File: src/rtl/hmm_obs_gen_if.sv
// rtl/hmm_obs_gen_if.sv - request/config and symbol-stream bundle for hmm_obs_gen
// master: sequence requester / symbol consumer (drives start, length, seed, cdf_*, obs_ready)
// slave : the generator (drives obs_out, state_out, obs_valid, obs_last, busy, done)
interface hmm_obs_gen_if;
    logic        start;
    logic [3:0]  length;
    logic [15:0] seed;
    logic [17:0] cdf_c;
    logic [53:0] cdf_a;
    logic [53:0] cdf_b;
    logic [1:0]  obs_out;
    logic [1:0]  state_out;
    logic        obs_valid;
    logic        obs_ready;
    logic        obs_last;
    logic        busy;
    logic        done;

    modport master (
        output start, length, seed, cdf_c, cdf_a, cdf_b, obs_ready,
        input  obs_out, state_out, obs_valid, obs_last, busy, done
    );

    modport slave (
        input  start, length, seed, cdf_c, cdf_a, cdf_b, obs_ready,
        output obs_out, state_out, obs_valid, obs_last, busy, done
    );
endinterface

File: src/rtl/hmm_obs_gen.sv
// rtl/hmm_obs_gen.sv - 3-state/3-symbol hidden Markov model observation generator
// Ports:
//   clk    - system clock, rising edge
//   rst_n  - asynchronous active-low reset
//   bus    - slave side of hmm_obs_gen_if: start/length/seed/cdf_c/cdf_a/cdf_b in,
//            obs_out/state_out/obs_valid/obs_last out with obs_ready back-pressure,
//            busy/done status out
// Each symbol costs an SDRAW (hidden state) and EDRAW (emission) draw from a
// 16-bit Fibonacci LFSR, then waits in HOLD for the consumer.
module hmm_obs_gen #(
    parameter int N = 8
) (
    input  logic          clk,
    input  logic          rst_n,
    hmm_obs_gen_if.slave  bus
);
    localparam logic [15:0] LFSR_INIT = 16'hACE1;
    localparam logic [3:0]  N_L       = 4'(N);

    typedef enum logic [2:0] {
        S_IDLE, S_SDRAW, S_EDRAW, S_HOLD, S_DONE
    } state_t;

    state_t      state_q, state_d;
    logic [15:0] lfsr_q, lfsr_d;
    logic [3:0]  len_q, len_d;
    logic [3:0]  t_q, t_d;
    logic [1:0]  cur_q, cur_d;
    logic [1:0]  obs_q, obs_d;
    logic [1:0]  st_q, st_d;
    logic        valid_q, valid_d;
    logic        last_q, last_d;

    logic [15:0] lfsr_next;
    logic [3:0]  eff_len;

    // Threshold draw: r = low LFSR byte; below th0 -> 0, below th1 -> 1, else 2.
    function automatic logic [1:0] draw(input logic [7:0] lb, input logic [17:0] row);
        logic [8:0] r;
        r = {1'b0, lb};
        if (r < row[8:0])
            return 2'd0;
        else if (r < row[17:9])
            return 2'd1;
        return 2'd2;
    endfunction

    // Row 3 cannot occur (states are 0..2); it aliases row 2.
    function automatic logic [17:0] row_sel(input logic [53:0] rows, input logic [1:0] i);
        case (i)
            2'd0:    return rows[17:0];
            2'd1:    return rows[35:18];
            default: return rows[53:36];
        endcase
    endfunction

    assign lfsr_next = {lfsr_q[14:0], lfsr_q[15] ^ lfsr_q[13] ^ lfsr_q[12] ^ lfsr_q[10]};
    assign eff_len   = (bus.length > N_L) ? N_L : bus.length;

    always_comb begin
        state_d = state_q;
        lfsr_d  = lfsr_q;
        len_d   = len_q;
        t_d     = t_q;
        cur_d   = cur_q;
        obs_d   = obs_q;
        st_d    = st_q;
        valid_d = valid_q;
        last_d  = last_q;

        case (state_q)
            S_IDLE: begin
                if (bus.start) begin
                    lfsr_d  = (bus.seed == 16'd0) ? LFSR_INIT : bus.seed;
                    len_d   = eff_len;
                    t_d     = 4'd0;
                    state_d = (eff_len == 4'd0) ? S_DONE : S_SDRAW;
                end
            end
            S_SDRAW: begin
                // First symbol uses the initial distribution; later ones the
                // transition row of the previous hidden state (cur_q).
                cur_d   = draw(lfsr_q[7:0], (t_q == 4'd0) ? bus.cdf_c : row_sel(bus.cdf_a, cur_q));
                lfsr_d  = lfsr_next;
                state_d = S_EDRAW;
            end
            S_EDRAW: begin
                obs_d   = draw(lfsr_q[7:0], row_sel(bus.cdf_b, cur_q));
                st_d    = cur_q;
                valid_d = 1'b1;
                last_d  = (t_q == len_q - 4'd1);
                lfsr_d  = lfsr_next;
                state_d = S_HOLD;
            end
            S_HOLD: begin
                if (bus.obs_ready) begin
                    valid_d = 1'b0;
                    last_d  = 1'b0;
                    if (last_q) begin
                        state_d = S_DONE;
                    end else begin
                        t_d     = t_q + 4'd1;
                        state_d = S_SDRAW;
                    end
                end
            end
            S_DONE: begin
                // Requires start to drop before another sequence can begin.
                if (!bus.start)
                    state_d = S_IDLE;
            end
            default: state_d = S_IDLE;
        endcase
    end

    always_ff @(posedge clk or negedge rst_n) begin
        if (!rst_n) begin
            state_q <= S_IDLE;
            lfsr_q  <= LFSR_INIT;
            len_q   <= 4'd0;
            t_q     <= 4'd0;
            cur_q   <= 2'd0;
            obs_q   <= 2'd0;
            st_q    <= 2'd0;
            valid_q <= 1'b0;
            last_q  <= 1'b0;
        end else begin
            state_q <= state_d;
            lfsr_q  <= lfsr_d;
            len_q   <= len_d;
            t_q     <= t_d;
            cur_q   <= cur_d;
            obs_q   <= obs_d;
            st_q    <= st_d;
            valid_q <= valid_d;
            last_q  <= last_d;
        end
    end

    assign bus.obs_out   = obs_q;
    assign bus.state_out = st_q;
    assign bus.obs_valid = valid_q;
    assign bus.obs_last  = last_q;
    assign bus.busy      = (state_q != S_IDLE) && (state_q != S_DONE);
    assign bus.done      = (state_q == S_DONE);
endmodule

File: src/flat_wrapper.sv
// flat-port wrapper written by rule: the top's interface ports become plain ports
module hmm_obs_gen_flat 
#(
    parameter int N = 8
)
  (clk, rst_n, bus_start, bus_length, bus_seed, bus_cdf_c, bus_cdf_a, bus_cdf_b, bus_obs_ready, bus_obs_out, bus_state_out, bus_obs_valid, bus_obs_last, bus_busy, bus_done);
  hmm_obs_gen_if bus_i ();
  input  logic clk;
  input  logic rst_n;
  input wire logic [$bits(bus_i.start)-1:0] bus_start;
  input wire logic [$bits(bus_i.length)-1:0] bus_length;
  input wire logic [$bits(bus_i.seed)-1:0] bus_seed;
  input wire logic [$bits(bus_i.cdf_c)-1:0] bus_cdf_c;
  input wire logic [$bits(bus_i.cdf_a)-1:0] bus_cdf_a;
  input wire logic [$bits(bus_i.cdf_b)-1:0] bus_cdf_b;
  input wire logic [$bits(bus_i.obs_ready)-1:0] bus_obs_ready;
  output wire logic [$bits(bus_i.obs_out)-1:0] bus_obs_out;
  output wire logic [$bits(bus_i.state_out)-1:0] bus_state_out;
  output wire logic [$bits(bus_i.obs_valid)-1:0] bus_obs_valid;
  output wire logic [$bits(bus_i.obs_last)-1:0] bus_obs_last;
  output wire logic [$bits(bus_i.busy)-1:0] bus_busy;
  output wire logic [$bits(bus_i.done)-1:0] bus_done;
  assign bus_i.start = bus_start;
  assign bus_i.length = bus_length;
  assign bus_i.seed = bus_seed;
  assign bus_i.cdf_c = bus_cdf_c;
  assign bus_i.cdf_a = bus_cdf_a;
  assign bus_i.cdf_b = bus_cdf_b;
  assign bus_i.obs_ready = bus_obs_ready;
  assign bus_obs_out = bus_i.obs_out;
  assign bus_state_out = bus_i.state_out;
  assign bus_obs_valid = bus_i.obs_valid;
  assign bus_obs_last = bus_i.obs_last;
  assign bus_busy = bus_i.busy;
  assign bus_done = bus_i.done;
  hmm_obs_gen #(.N(N)) u_core (.clk(clk), .rst_n(rst_n), .bus(bus_i));
endmodule
File: config.mk
export PLATFORM = sky130hd
export DESIGN_NAME = hmm_obs_gen_flat
export DESIGN_NICKNAME = d
export VERILOG_FILES = /design/src/rtl/hmm_obs_gen_if.sv /design/src/rtl/hmm_obs_gen.sv /design/src/flat_wrapper.sv
export SDC_FILE = /design/constraint.sdc
export NUM_CORES = 1
export LEC_CHECK = 0
export CAP_MARGIN = 20
export CELL_PAD_IN_SITES_DETAIL_PLACEMENT = 0
export CELL_PAD_IN_SITES_GLOBAL_PLACEMENT = 1
export CORE_ASPECT_RATIO = 0.6
export CORE_MARGIN = 2
export CORE_UTILIZATION = 25
export CTS_BUF_LIST = sky130_fd_sc_hd__clkbuf_4 sky130_fd_sc_hd__clkbuf_8
export DETAILED_ROUTE_END_ITERATION = 10
export DONT_BUFFER_PORTS = 1
export PLACE_DENSITY_LB_ADDON = 0.12
export SLEW_MARGIN = 20
export SYNTH_ARGS = -nofsm -noshare
export SYNTH_HDL_FRONTEND = slang
export SYNTH_SLANG_ARGS = --single-unit
File: constraint.sdc
create_clock -name clk -period 2.6 [get_ports clk]
set_input_delay 0.78 -clock clk [delete_from_list [all_inputs] [get_ports clk]]
set_output_delay 0.78 -clock clk [all_outputs]
set_load 0.03 [all_outputs]
## Word-level counts from Yosys, hierarchy flattened

Cells that the tools add are included.

| operators by class | value |
|---|---|
| $add $sub $neg | 2 |
| eq/ne operators | 11 |
| multiplexer cells | 34 |
| order comparisons | 5 |
| bitwise gates (word level) | 3 |
| reduce and logical (&&, ||, !) cells | 16 |

Operators with widths:

| operator | count |
|---|---|
| $pmux 18 s2 | 2 |
| $mux 18 | 3 |
| $lt 8x9->1 | 4 |
| $mux 16 | 2 |
| $pmux 16 s2 | 1 |
| $logic_not 16->1 | 1 |
| $mux 4 | 4 |
| $mux 3 | 5 |
| $pmux 3 s5 | 1 |
| $mux 2 | 6 |
| $logic_not 4->1 | 2 |
| $ne 2x2->1 const B | 4 |
| $pmux 4 s2 | 1 |
| $mux 1 | 7 |
| $eq 3x2->1 const B | 2 |
| $reduce_and 2->1 | 3 |
| $reduce_bool 2->1 | 3 |
| $add 4x1->4 const B | 1 |
| $eq 4x4->1 | 1 |
| $gt 4x4->1 const B | 1 |
| $pmux 1 s2 | 2 |
| $reduce_and 4->1 | 1 |
| $sub 4x1->4 const B | 1 |
| $eq 3x1->1 const B | 1 |
| other kinds (10) | 12 |

| word-level totals | value |
|---|---|
| output and inout port bits | 8 |
| register bits | 35 |

## Depth between registers and ports, before layout

Gate-level depths: netlist of the first run.

| logic depth | value |
|---|---|
| depth after elaboration | 9 |
| gate-level depth with buffers | 13 |
| gate-level depth less buffers | 11 |

## Worst setup path before layout of the first run

No wires, ideal clock.

| timing | value |
|---|---|
| kind | flip-flop to flip-flop |
| start point | reg u_core.t_q[0] |
| end point | reg u_core.cur_q[0] |
| cell stages (with the launch flop) | 13 |
| data arrival time | 2.729 ns |
| library setup time | 0.092 ns |
| path buffers | 2 |
| data required time | 2.508 ns |
| path slack | -0.221 ns |
| path through | dfrtp_1 -> inv_1 -> ha_1 -> nor3b_2 -> buf_2 -> buf_2 -> a21oi_1 -> ha_1 -> a21oi_1 -> nor2b_1 -> a2111oi_0 -> a21oi_1 -> o31ai_2 |

| on the way | value |
|---|---|
| cells in the longest elaborated chain, start to end | 7 |
| elaborated cells on any way between the ends | 9 |
| classes of those cells | order compare (2); mux (6); reduce/logical (1) |

Ends and longest elaborated chain:

| item | RTL line | text |
|---|---|---|
| start: declaration | hmm_obs_gen.sv:27 | `logic [3:0] t_q, t_d;` |
| start signal: assignment | hmm_obs_gen.sv:131 | `t_q <= t_d;` |
| $logic_not 4->1 (*) | hmm_obs_gen.sv:83 | `cur_d = draw(lfsr_q[7:0], (t_q == 4'd0) ? bus.cdf_c : row_sel(bus.cdf_a, cur_q));` |
| $mux 18 (*) | hmm_obs_gen.sv:83 |  |
| $lt 8x9->1 | hmm_obs_gen.sv:43 | `else if (r < row[17:9])` |
| $mux 1 | hmm_obs_gen.sv:43 |  |
| $mux 1 | hmm_obs_gen.sv:41 | `if (r < row[8:0])` |
| $mux 1 | hmm_obs_gen.sv:71 | `case (state_q)` |
| $mux 2 (*) | hmm_obs_gen.sv:45 | `return 2'd2;` |
| end signal: assignment | hmm_obs_gen.sv:132 | `cur_q <= cur_d;` |
| end: declaration | hmm_obs_gen.sv:28 | `logic [1:0] cur_q, cur_d;` |

Mark *: on every way between the ends. The rest lies on a longest branch, timed or not. The select of a mux whose other input is x is not followed.
A chain may end at the register's enable or synchronous reset.

## Worst setup path in the final report of the first run

| timing | value |
|---|---|
| start point | reg u_core.t_q[1] |
| end point | reg u_core.cur_q[1] |

The elaborated chain is that of the path after synthesis.

==> run metrics, run 1 <==
status=complete, no violations; Final Hold Vio Count=0; compound-gate portion of the synthesized area=22.1%; syn nets=591; Die X=153 um; Area contributors post-synth=dfrtp_1 (20%), ha_1 (12%), mux2i_1 (10%); core area=12900 um2; Post-Synth Adder-Cell Area=11.7%; Worst Path Required=2.81 ns; worst-margin pin slew=0.667 ns; Synth Register Bits=35; post-synth top area share=20.4%; Power Density=1500 nW/um2; Die Y=93.1 um; IO Port Bufs=0; pins over their slew limit=0; Hold Path Class=primary input to async pin; vias=3032; antenna fix cells=0; relative slew slack=55.1%; crit path launch=u_core.t_q[1]; RD Place Congestion=0.729; post-route ant nets=0; mapped cell area=3310 um2; Die ar.=14200 um2; Max Clock Freq=394 MHz; fin util=30.2%; final setup fails=0; Reg area=891 um2; Avg Inst Size Synth=8.07 um2; unrepaired setup endpoints after global routing=true; Layout fillers=1391; share of layout cells above drive strength 1=15.4%; DR iter-0 viols=99; Synth area leader=dfrtp_1; Worst Path Arrival=2.75 ns; first-pass iteration count of the detailed router=5; Multi-input gate area=2340 um2; CTS tree=done; Power, Total=5.86 mW; P&R area growth vs syn=17.8%; DR vias/cell=5.11; vias in the first global route=2947; largest family of logic cells by synthesized area=compound AO/OA/AOI/OAI gates; placed cell area=3620 um2; Yosys cell types=55; Initial Util=25.7%; Leakage=1.59 nW; ys flop type=dfrtp_1; Final Cell Area=3900 um2; Setup TNS Final=0 ns; Final min period=2.54 ns; std cell rows=32; slowest stage delay, CP=0.39 ns; Seq/Total Area, Yosys=26.8%; Post-route DRC=0; Post-Synth Simple-Gate Area=19.5%; total clock buffers created by CTS=5; number of enable flip-flop cells after synthesis=0; initial antenna violation count=0; most frequent cells in the layout=nor2_1 (68), a21oi_1 (51), mux2i_1 (34), ha_1 (31), nand2_1 (26); largest net degree at the start of global routing=36; CP Cell Sequence=inv_1 > ha_1 > nor3b_4 > buf_12 > buf_12 > nor2_1 > a21oi_1 > ha_1 > nor2_1 > a21oi_1 > o211ai_1 > a21o_1 > o31ai_2; worst-skew pair later-pin latency=0.30 ns; Routed wire per std cell=18.3 um; type of origin of the critical path=flip-flop; Cells after Synth=410; Maximum Capacitance Violations=0; I/O Pins=158; mux contribution to synthesized area=12.4%; Place WS=-0.144 ns; most common cell after layout, fill and taps aside=nor2_1; highest ir drop seen on vdd=412 uV; CTS Sinks=35; Layout Skew=0.0133 ns; critical-path maximum fanout=9; WS Path Type=flip-flop to flip-flop; post-DP HPWL=8.48 mm; H-tree Lvls=2; Worst setup EP type=flip-flop; Synth async-reset ratio=100%; Root Buffer=clkbuf_8; fin nets=603; ratio of final minimum period to clock period=97.7%; Worst-path clk slew=0.08 ns; fin worst setup slack=0.0602 ns; first-pass GRT wire length=16.3 mm; reg2reg start=u_core.t_q[1]; Post-Synth XOR/XNOR Area=3.17%; slowest stage cell, crit path=dfrtp_1; DRT Wirelength=10.9 mm; Ys Warns=0; gr usage total=14.7%; deepest clock path buffer count=2; grt ovf=0
==> state kept, by name (all words and copies together) (netlist names) <==
register / flops
u_core.lfsr_q: 16
u_core.len_q: 4
u_core.t_q: 4
u_core.state_q: 3
u_core.bus.obs_out: 2
u_core.bus.state_out: 2
u_core.cur_q: 2
u_core.bus.obs_last: 1
u_core.bus.obs_valid: 1
==> report_power, final <==
group / internal (mW) / switching, mW
clock: 0.311 / 0.225
combinational: 1.87 / 2.14
sequential: 0.853 / 0.466
total: 3.03 / 2.83
==> stage by stage <==
stage / instances / hold WS, ns
6_report: 593 / 0.162
5_1_grt: 593 / 0.145
4_1_cts: 586 / 0.152
3_5_place_dp: 576 / 0.481
3_3_place_gp: 576 / 0.473
2_1_floorplan: 410 / 0.459
==> logic make-up after synthesis <==
family / after synthesis
xor+xnor: 12
simple gates: 139
fa+ha+maj: 31
mux: 40
flops: 35
buf+inv: 33
compound gates: 120
==> cell type report <==
type,count,share of cell area [%]
Clock buffer,6,2.12
Sequential cell,35,22.8
Multi-Input combinational cell,342,60.0
Clock inverter,2,0.899
Timing Repair Buffer,26,7.48
Tap cell,170,5.46
Inverter,12,1.16
==> metal layers <==
metal	up-vias	global-route usage (%)	routed length (um)
met5	-	0	0
met4	0	2.70	103
met2	92	21.3	4420
met1	1403	21.8	5720
li1	1527	-	-
met3	10	3.94	606
==> cell usage after synthesis (7+ instances only) <==
library cell  count
nand2_1          26
a221oi_1          7
mux2i_1          34
a21oi_1          54
inv_1            12
o21ai_0          22
nor2_1           68
ha_1             31
buf_2             8
nand4_1           8
dfstp_2           8
clkbuf_1          7
dfrtp_1          27
o22ai_1           9
==> critical path, delay by kind of cell (launching register included) <==
kind	cells	cell delay, ns
AND/OR/NAND/NOR	3	0.37
adder cells (fa/ha/maj)	2	0.40
flip-flops	1	0.39
AO/OA/AOI/OAI	5	0.95
buffers and inverters	3	0.34
==> final timing paths <==
path	to	slack, ns	cells past startpoint
max in group asynchronous	u_core.lfsr_q[15]	2.24	0
hold reg to reg	u_core.lfsr_q[15]	0.49	2
setup / recovery	u_core.cur_q[1]	0.06	13
setup reg to reg	u_core.cur_q[1]	0.06	13
hold / removal	u_core.len_q[2]	0.16	0
min in group clk	u_core.lfsr_q[15]	0.49	2
==> timing repair <==
item                       in CTS  in global routing
buffers inserted                2                  6
pin swaps                       0                  3
hold endpoints to repair        0                  0
hold buffers                    0                  0
setup endpoints to repair       3                  4
gates cloned                    0                  1
resized for setup               2                 11
Note: power is estimated with default switching activity, not from simulation.
==> run 2, diff against run 1 <==
CELL_PAD_IN_SITES_GLOBAL_PLACEMENT = 2   (was 1)
RECOVER_POWER = 50   (was default)
==> run metrics, run 2 (synthesis gave the netlist of run 1 again) <==
status=complete, no violations; Multi-input gate area=2330 um2; Net Switching=2.76 mW; antenna fix cells=0; unrepaired setup endpoints after global routing=true; RD Place Congestion=0.755; reg2reg end=u_core.cur_q[0]; CTS Sinks=35; Sw Share=48.3%; Power, Total=5.70 mW; Reg area=891 um2; reg2reg start=u_core.t_q[0]; Die X=153 um; DR iter-0 viols=133; fin util=29.8%; Setup TNS Final=0 ns; Layout fillers=1407; std cell rows=32; R2R Setup Slk=0.06 ns; Final min period=2.54 ns; total clock buffers created by CTS=5; vias in the first global route=2893; CP Cell Sequence=inv_1 > ha_1 > nor3b_4 > buf_4 > clkbuf_16 > a21oi_1 > ha_1 > nand2_1 > a311oi_2 > a21oi_1 > o21a_2 > o31ai_2; slowest stage delay, CP=0.38 ns; DRT Wirelength=10.7 mm; H-tree Lvls=2; register share of total power=23.4%; post-DP HPWL=8.53 mm; Clk pwr share=9.1%; Worst Path Arrival=2.74 ns; critical-path maximum fanout=10; worst-skew pair later-pin latency=0.29 ns; Maximum Capacitance Violations=0; ratio of final minimum period to clock period=97.6%; type of origin of the critical path=flip-flop; fin nets=603; Root Buffer=clkbuf_8; Die Y=93.1 um; Initial Util=25.7%; first-pass iteration count of the detailed router=4; post-route ant nets=0; worst reg-to-reg path cell count=12; cell internal pwr=2.94 mW; CP top delay family=compound AO/OA/AOI/OAI gates; relative slew slack=55.1%; Place WS=-0.0997 ns; P&R area growth vs syn=16.2%; gr usage total=14.8%; initial antenna violation count=0; core area=12900 um2; Power Density=1480 nW/um2; Die ar.=14200 um2; first-pass GRT wire length=16.3 mm; final setup fails=0; share of layout cells above drive strength 1=14.4%; Routed wire per std cell=18.0 um; largest net degree at the start of global routing=36; Worst-path clk slew=0.08 ns; vias=2998; most common cell after layout, fill and taps aside=nor2_1; Largest register FFs=16; Final Cell Area=3850 um2; deepest clock path buffer count=2; DR vias/cell=5.06; I/O Pins=158; grt ovf=0; Worst Path Required=2.80 ns; Final Hold Vio Count=0; CTS tree=done; Hold Path Class=primary input to async pin; Worst setup EP type=flip-flop; Comb pwr share=67.4%; IO Port Bufs=0; CTS Hold Bufs=0; highest ir drop seen on vdd=385 uV; Leakage=1.57 nW; fin worst setup slack=0.0637 ns; WS Path Type=flip-flop to flip-flop; Post-route DRC=0; placed cell area=3620 um2; most frequent cells in the layout=nor2_1 (68), a21oi_1 (54), mux2i_1 (34), ha_1 (31), nand2_1 (26); pins over their slew limit=0; Max Clock Freq=394 MHz; biggest regs=u_core.lfsr_q x16, u_core.len_q x4, u_core.t_q x4; number of buffer and inverter stages on the critical path=3; Layout Skew=0.00746 ns; Biggest register=u_core.lfsr_q; slowest stage cell, crit path=dfrtp_1; worst-margin pin slew=0.667 ns
-- run 2: cell count changes in the layout (fill, tap and decap cells not counted) --
cell / previous run / this run
inv_1: 11 / 12
and2_1: 2 / 1
buf_4: 18 / 22
a21oi_2: 4 / 1
buf_12: 6 / 3
buf_6: 1 / 0
inv_2: 1 / 0
a21oi_1: 51 / 54
and2_0: 1 / 2
-- run 2: per-stage QoR --
step	hold slack (ns)	std cells
after floorplan	0.459	410
after global placement	0.481	578
after detailed placement	0.475	578
after CTS	0.160	589
after global routing	0.149	593
final	0.175	593
-- run 2: what timing repair did --
| item | 4_1_cts | 5_1_grt |
|---|---|---|
| pin swaps | 0 | 1 |
| buffers inserted | 3 | 3 |
| cloned | 0 | 1 |
| endpoints found under the setup margin | 2 | 4 |
| gates resized for setup | 1 | 7 |
-- run 2: power by group through the flow --
stage,clock network (mW),logic [mW],registers (mW)
after CTS,0.538,3.61,1.36
after detailed placement,0,3.56,1.38
after global routing,0.567,4.38,1.39
after global placement,0,3.51,1.38
after floorplan,0,2.73,1.11
final,0.521,3.84,1.33
-- run 2: worst max-delay path by stage --
stage | startpoint | end | cells after the start
2_1_floorplan | u_core.t_q[0] | u_core.cur_q[0] | 12
3_3_place_gp | u_core.cur_q[0] | u_core.bus.obs_out[1] | 11
3_5_place_dp | u_core.cur_q[0] | u_core.bus.obs_out[1] | 11
4_1_cts | u_core.t_q[0] | u_core.cur_q[0] | 12
5_1_grt | u_core.t_q[0] | u_core.cur_q[1] | 13
6_report | u_core.t_q[0] | u_core.cur_q[0] | 12
-- run 2: cell type report --
class	count	area share, %
multi-input combinational	342	60.6
sequential	35	23.2
timing repair buffer	26	6.51
tap	170	5.53
clock buffer	6	2.15
inverter	12	1.17
clock inverter	2	0.911
-- run 2: layer usage --
metal  vias to the layer above  part of all wire, %  track usage, %
met5                         -                    0               0
met4                         0                 0.31            1.85
met3                         5                  5.5            4.26
met2                        83                   39            20.3
met1                      1378                   56            22.9
li1                       1532                    -               -
